### src/rtl/mode_counter_pkg.sv
// Shared types for the programmable mode counter.
package mode_counter_pkg;

  // Count mode, encoded exactly as the 2-bit mode input.
  typedef enum logic [1:0] {
    MODE_UP_WRAP   = 2'b00,
    MODE_DOWN_WRAP = 2'b01,
    MODE_BOUNCE    = 2'b10,
    MODE_ONE_SHOT  = 2'b11
  } mode_e;

  // Counter FSM: direction of travel, or halted after a one-shot run.
  typedef enum logic [1:0] {
    S_UP   = 2'b00,
    S_DOWN = 2'b01,
    S_HALT = 2'b10
  } state_e;

endpackage

### src/rtl/mode_counter_prescaler.sv
// Clock-enable prescaler: one tick every prescale+1 enabled cycles.
module mode_counter_prescaler #(
  parameter int PRESCALE_W = 8
) (
  input  logic                  clk,
  input  logic                  reset,
  input  logic                  enable,
  input  logic                  clr,
  input  logic [PRESCALE_W-1:0] prescale,
  output logic                  tick
);

  logic [PRESCALE_W-1:0] pre_q, pre_d;

  // Tick on reaching the divide value; >= so that lowering prescale
  // mid-period ticks at once instead of running through a full wrap.
  always_comb begin
    tick  = enable && (pre_q >= prescale);
    pre_d = pre_q;
    if (clr)         pre_d = '0;
    else if (tick)   pre_d = '0;
    else if (enable) pre_d = pre_q + 1'b1;
  end

  // Prescaler count register.
  always_ff @(posedge clk or posedge reset) begin
    if (reset) pre_q <= '0;
    else       pre_q <= pre_d;
  end

endmodule

### src/rtl/mode_counter.sv
// Programmable timer/event counter: up, down, bounce and one-shot modes
// with prescaler, synchronous clear, parallel load, tc pulse, done flag.
module mode_counter
  import mode_counter_pkg::*;
#(
  parameter int WIDTH      = 8,
  parameter int PRESCALE_W = 8
) (
  input  logic                  clk,
  input  logic                  reset,
  input  logic                  enable,
  input  logic                  sync_clr,
  input  logic                  load,
  input  logic [WIDTH-1:0]      load_value,
  input  logic [1:0]            mode,
  input  logic [WIDTH-1:0]      max_value,
  input  logic [PRESCALE_W-1:0] prescale,
  output logic [WIDTH-1:0]      count,
  output logic                  dir,
  output logic                  tc,
  output logic                  done
);

  mode_e            mode_i;
  state_e           state_q, state_d, eff_state;
  logic [WIDTH-1:0] count_q, count_d, step_val;
  logic             dir_q, dir_d, tc_q, tc_d, done_q, done_d;
  logic             tick, at_max, above_max;

  assign mode_i = mode_e'(mode);

  mode_counter_prescaler #(.PRESCALE_W(PRESCALE_W)) u_prescaler (
    .clk      (clk),
    .reset    (reset),
    .enable   (enable),
    .clr      (sync_clr | load),
    .prescale (prescale),
    .tick     (tick)
  );

  // Next count/state: clear beats load beats step; a mode change only
  // takes hold through eff_state at the next step.
  always_comb begin
    count_d   = count_q;
    state_d   = state_q;
    tc_d      = 1'b0;
    done_d    = done_q;
    step_val  = count_q;
    at_max    = (count_q >= max_value);
    above_max = (count_q > max_value);

    case (mode_i)
      MODE_UP_WRAP:   eff_state = S_UP;
      MODE_DOWN_WRAP: eff_state = S_DOWN;
      MODE_BOUNCE:    eff_state = (state_q == S_HALT) ? S_UP : state_q;
      MODE_ONE_SHOT:  eff_state = (state_q == S_HALT) ? S_HALT : S_UP;
      default:        eff_state = S_UP;
    endcase

    if (sync_clr) begin
      count_d = '0;
      done_d  = 1'b0;
      state_d = (mode_i == MODE_DOWN_WRAP) ? S_DOWN : S_UP;
    end else if (load) begin
      count_d = (load_value > max_value) ? max_value : load_value;
      done_d  = 1'b0;
      if (mode_i == MODE_DOWN_WRAP)   state_d = S_DOWN;
      else if (mode_i == MODE_BOUNCE) state_d = (state_q == S_DOWN) ? S_DOWN : S_UP;
      else                            state_d = S_UP;
    end else if (tick) begin
      case (mode_i)
        MODE_UP_WRAP: begin
          step_val = at_max ? '0 : count_q + 1'b1;
          tc_d     = (step_val == max_value);
          state_d  = S_UP;
        end
        MODE_DOWN_WRAP: begin
          step_val = (count_q == '0) ? max_value : count_q - 1'b1;
          tc_d     = (step_val == '0);
          state_d  = S_DOWN;
        end
        MODE_BOUNCE: begin
          if (above_max) begin
            // max was lowered under us: snap to it and turn around
            step_val = max_value;
            tc_d     = 1'b1;
            state_d  = S_DOWN;
          end else if (eff_state == S_UP) begin
            step_val = at_max ? max_value : count_q + 1'b1;
            tc_d     = (step_val == max_value);
            state_d  = tc_d ? S_DOWN : S_UP;
          end else begin
            step_val = (count_q == '0) ? '0 : count_q - 1'b1;
            tc_d     = (step_val == '0);
            state_d  = tc_d ? S_UP : S_DOWN;
          end
        end
        MODE_ONE_SHOT: begin
          if (eff_state == S_HALT) begin
            step_val = count_q;
            state_d  = S_HALT;
          end else begin
            step_val = at_max ? max_value : count_q + 1'b1;
            tc_d     = (step_val == max_value);
            state_d  = tc_d ? S_HALT : S_UP;
          end
        end
        default: begin
          step_val = count_q;
          state_d  = state_q;
        end
      endcase
      count_d = step_val;
      done_d  = (state_d == S_HALT);
    end

    dir_d = (state_d != S_DOWN);
  end

  // Registered count, FSM state and flag outputs.
  always_ff @(posedge clk or posedge reset) begin
    if (reset) begin
      count_q <= '0;
      state_q <= S_UP;
      dir_q   <= 1'b1;
      tc_q    <= 1'b0;
      done_q  <= 1'b0;
    end else begin
      count_q <= count_d;
      state_q <= state_d;
      dir_q   <= dir_d;
      tc_q    <= tc_d;
      done_q  <= done_d;
    end
  end

  assign count = count_q;
  assign dir   = dir_q;
  assign tc    = tc_q;
  assign done  = done_q;

endmodule
### config.mk
export PLATFORM = sky130hd
export DESIGN_NAME = mode_counter
export DESIGN_NICKNAME = d
export VERILOG_FILES = /design/src/rtl/mode_counter_pkg.sv /design/src/rtl/mode_counter_prescaler.sv /design/src/rtl/mode_counter.sv
export SDC_FILE = /design/constraint.sdc
export NUM_CORES = 1
export LEC_CHECK = 0
export CAP_MARGIN = 5
export CELL_PAD_IN_SITES_DETAIL_PLACEMENT = 1
export CELL_PAD_IN_SITES_GLOBAL_PLACEMENT = 2
export CORE_MARGIN = 2
export CORE_UTILIZATION = 28
export DETAILED_ROUTE_END_ITERATION = 6
export PLACE_DENSITY = 0.82
export SYNTH_ARGS = -nofsm -noshare
export SYNTH_HDL_FRONTEND = slang
export SYNTH_SLANG_ARGS = --single-unit
### constraint.sdc
create_clock -name clk -period 2.6 [get_ports clk]
set_input_delay 0.52 -clock clk [delete_from_list [all_inputs] [get_ports clk]]
set_output_delay 0.52 -clock clk [all_outputs]
set_load 0.005 [all_outputs]
==> impl_summary.log <==
INFO  metric syn_area_per_cell = 7.15 um2
INFO  metric critical_r2r_launch = count[1]
INFO  metric timing.hold.worst.class = reg -> reg
INFO  metric report.final.setup_viol = 12
INFO  metric synth-seq-area-share = 0.185
INFO  metric final.setup.worst_slack = -0.166 ns
INFO  metric slew-limit-headroom = 0.581
INFO  metric edff_count_synth = 0
INFO  metric die_y = 105 um
INFO  metric finalWorstPathRequiredPeriod = 2.77 ns
INFO  metric starting_density_of_the_core = 0.291
INFO  metric regArea = 531 um2
INFO  metric synth.cell_area = 2850 um2
INFO  metric grt_pass1_wl = 21300 um
INFO  metric cellPowerDensity = 339 nW/um2
INFO  metric report.power.total = 1.66 mW
INFO  metric layout-drive-gt1-share = 0.403
INFO  metric yosys.area.top_type = sky130_fd_sc_hd__dfrtp_1
INFO  metric number_of_max_cap_violations = 0
INFO  metric yosys.cell_types.count = 57
INFO  metric synthToLayoutAreaGrowth = 70.9%
INFO  metric cts_root_buffer = sky130_fd_sc_hd__clkbuf_8
INFO  metric drc = 0
INFO  metric hold_viol_final = 0
INFO  metric non_filler_cell_area_final = 4880 um2
INFO  metric run_status = finished with violations
INFO  metric antenna_diode_instance_count = 0
INFO  metric wl_per_cell = 21.4 um
INFO  metric grt_pass1_vias = 3955
INFO  metric htree_levels = 1
INFO  metric setup_crit_start = count[1]
INFO  metric number_of_nets_in_the_layout = 597
INFO  metric worst_ep_required_time = 2.80 ns
INFO  metric ioPinCount = 42
INFO  metric timing.reg2reg.worst_path_depth = 10
INFO  metric num_rows = 36
INFO  metric finalClockSkew = 0.00573 ns
INFO  metric cts_tree = yes
INFO  metric holdBufCountCts = 0
INFO  metric clkLatencyLatePin = 0.27 ns
INFO  metric fp.dieW = 105 um
INFO  metric gp_congestion = 0.997
INFO  metric route.detailed.vias_per_inst = 5.76
INFO  metric multiInputGateArea = 2730 um2
INFO  metric portBuffers = 41
INFO  metric synth_flop_cell = sky130_fd_sc_hd__dfrtp_1
INFO  metric pin_count_of_the_biggest_net_entering_global_routing = 26
INFO  metric power_leakage = 2.03 nW
INFO  metric postSynth.asyncResetShare = 1.00
INFO  metric part_of_the_cycle_the_worst_path_needs = 1.06
INFO  metric worst_path_maximum_fanout = 5
INFO  metric fp.dieArea = 11000 um2
INFO  metric area_of_placed_instances = 4100 um2
INFO  metric final_antenna_net_count = 0
INFO  metric synth_nets = 457
INFO  metric dpl_worst_slack = -0.830 ns
INFO  metric setup.reg_to_reg.worst_slack = -0.17 ns
INFO  metric ys_seq_elements = 21
INFO  metric worstHoldEndpoint = done
INFO  metric drt_first_iter_violations = 382
INFO  metric post_synth_inst_count = 399
INFO  metric setup.worst_path.class = reg -> reg
INFO  metric finalWirelength = 14300 um
INFO  metric tightestPinTransition = 0.629 ns
INFO  metric path_clk_slew = 0.09 ns
INFO  metric rsz_0062_raised_after_global_routing = true
INFO  metric vias = 3866
INFO  metric timing.rr.end = dir
INFO  metric maxClockFrequency = 362 MHz
INFO  metric grt-ovfl-total = 0
INFO  metric holdPathStages = 2
INFO  metric final_count_of_pins_violating_max_slew = 0
INFO  metric dp.final_hpwl = 10400 um
INFO  metric arrival = 2.96 ns
INFO  metric failed_checks = negative setup slack
INFO  metric synth.top_cell.area_share = 0.175
INFO  metric ctsLongestPathBuffers = 2
INFO  metric yosysWarnings = 0
INFO  metric timing.critical_path.to_type = flop
INFO  metric grt_util_all_layers = 0.240
INFO  metric drt-pass1-iter-count = 5
INFO  metric antenna_violations_before_repair = 0
INFO  metric largest_cells_by_area_after_synthesis = sky130_fd_sc_hd__dfrtp_1 18%, sky130_fd_sc_hd__ha_1 12%, sky130_fd_sc_hd__nor2_1 6.6%
INFO  metric final.fill_count = 1201
INFO  metric startpoint_type_of_the_worst_setup_path = flop
INFO  metric hold_wc_startpoint = done
INFO  metric numCtsBuffers = 3
INFO  metric vdd.ir_drop.worst = 0.173 mV
INFO  metric design.core.area = 9820 um2
INFO  metric timing.hold.ws = 0.564 ns
INFO  metric clock_sink_count = 21
==> state kept, by name, indices dropped and copies added, names as in the netlist <==
| name | count |
|---|---|
| done | 1 |
| tc | 1 |
| u_prescaler.pre_q | 8 |
| count | 8 |
| dir | 1 |
| state_q | 2 |
==> worst max-delay path, cell delays in order, from the launching register on <==
cell and delay (ns):
sky130_fd_sc_hd__dfrtp_2 0.47, sky130_fd_sc_hd__ha_4 0.23, sky130_fd_sc_hd__nor2b_4 0.12, sky130_fd_sc_hd__o211ai_1 0.35
sky130_fd_sc_hd__a31oi_4 0.22, sky130_fd_sc_hd__buf_6 0.19, sky130_fd_sc_hd__nor3_4 0.22, sky130_fd_sc_hd__o2111ai_4 0.18
sky130_fd_sc_hd__o31ai_4 0.32, sky130_fd_sc_hd__a2111oi_4 0.11, sky130_fd_sc_hd__a311o_1 0.28
==> how the worst max path moves through the flow <==
| stage | end | depth (start not counted) |
|---|---|---|
| finish | dir | 10 |
| CTS | dir | 10 |
| floorplan | tc | 12 |
| detailed placement | tc | 13 |
| global placement | tc | 13 |
| global route | tc | 11 |
==> cell usage in the layout, fill, tap and decap left out, types with 6 or more instances in the layout <==
cell and n:
sky130_fd_sc_hd__nor3_1 8, sky130_fd_sc_hd__buf_6 8, sky130_fd_sc_hd__a31oi_1 6, sky130_fd_sc_hd__nor2_1 43, sky130_fd_sc_hd__ha_4 9, sky130_fd_sc_hd__nand3_1 13, sky130_fd_sc_hd__clkdlybuf4s50_1 33, sky130_fd_sc_hd__dfrtp_1 17
sky130_fd_sc_hd__o21ai_0 18, sky130_fd_sc_hd__nand2_1 31, sky130_fd_sc_hd__inv_2 7, sky130_fd_sc_hd__xnor2_1 8, sky130_fd_sc_hd__a21o_1 8, sky130_fd_sc_hd__a211oi_2 6, sky130_fd_sc_hd__o21ai_2 6, sky130_fd_sc_hd__ha_1 17
sky130_fd_sc_hd__clkdlybuf4s15_1 6, sky130_fd_sc_hd__buf_4 111, sky130_fd_sc_hd__a21oi_2 9, sky130_fd_sc_hd__nor2_4 6, sky130_fd_sc_hd__o22ai_1 9, sky130_fd_sc_hd__inv_1 14, sky130_fd_sc_hd__a21oi_1 23
==> routing by layer <==
| metal | track usage | vias to the layer above | share of wire |
|---|---|---|---|
| met5 | 0 | - | 0 |
| met4 | 0.0581 | 0 | 0.036 |
| met3 | 0.0299 | 42 | 0.052 |
| met2 | 0.431 | 158 | 0.50 |
| met1 | 0.304 | 1907 | 0.41 |
| li1 | - | 1759 | - |
==> final cells by class <==
cell class / instances / share of cell area
Inverter: 22 / 0.0169
Timing Repair Buffer: 160 / 0.272
Sequential cell: 21 / 0.109
Clock inverter: 1 / 0.00103
Clock buffer: 3 / 0.00846
Multi-Input combinational cell: 331 / 0.559
Tap cell: 133 / 0.0341
==> Yosys cell counts (3+ instances only) <==
master / n
sky130_fd_sc_hd__a21oi_1: 32
sky130_fd_sc_hd__or2_2: 3
sky130_fd_sc_hd__nor3b_1: 3
sky130_fd_sc_hd__nand2_1: 31
sky130_fd_sc_hd__nor3_1: 13
sky130_fd_sc_hd__o2111ai_1: 4
sky130_fd_sc_hd__a211oi_1: 9
sky130_fd_sc_hd__nand2b_1: 7
sky130_fd_sc_hd__nand4_1: 3
sky130_fd_sc_hd__o21a_1: 5
sky130_fd_sc_hd__inv_1: 21
sky130_fd_sc_hd__a221oi_1: 3
sky130_fd_sc_hd__o21ai_0: 24
sky130_fd_sc_hd__clkbuf_1: 18
sky130_fd_sc_hd__nand3_1: 15
sky130_fd_sc_hd__or3_1: 4
sky130_fd_sc_hd__mux2i_1: 5
sky130_fd_sc_hd__o31ai_1: 4
sky130_fd_sc_hd__and3_1: 5
sky130_fd_sc_hd__xnor2_1: 10
sky130_fd_sc_hd__nor2_1: 50
sky130_fd_sc_hd__a31oi_1: 7
sky130_fd_sc_hd__nor2b_1: 3
sky130_fd_sc_hd__o211ai_1: 5
sky130_fd_sc_hd__a21o_1: 8
sky130_fd_sc_hd__ha_1: 27
sky130_fd_sc_hd__dfrtp_1: 20
sky130_fd_sc_hd__o22ai_1: 9
sky130_fd_sc_hd__buf_2: 5
sky130_fd_sc_hd__a2111oi_0: 4
sky130_fd_sc_hd__xor2_1: 4
==> timing repair <==
action | in CTS | in global routing
setup endpoints to repair | 21 | 13
buffers inserted | 5 | 11
resized for setup | 87 | 56
pin swaps | 25 | 26
gates cloned | 0 | 1
==> metrics by stage <==
stage / util / setup TNS [ns] / instances
after detailed placement: 0.418 / -11.72 / 652
after global routing: 0.497 / -2.28 / 671
after global placement: 0.418 / -9.96 / 652
final: 0.497 / -1.02 / 671
after CTS: 0.462 / -0.0174 / 660
after floorplan: - / 0 / 399
==> cells by family after synthesis <==
group / count (synthesis) / share of synthesized area
muxes: 5 / 0.0175
and+or+nand+nor: 150 / 0.256
buffers and inverters: 47 / 0.0666
xor gates and xnor gates: 14 / 0.0430
adders and majority gates: 27 / 0.118
DFF: 21 / 0.185
AOI/OAI and AO/OA: 135 / 0.313
==> power by group <==
group	switching (mW)	leakage (nW)	internal, mW
sequential	0.0220	0.278	0.342
clock	0.122	0.0255	0.107
combinational	0.565	1.73	0.497
total	0.710	2.03	0.946
No activity file was read; power rests on OpenSTA's default activity.
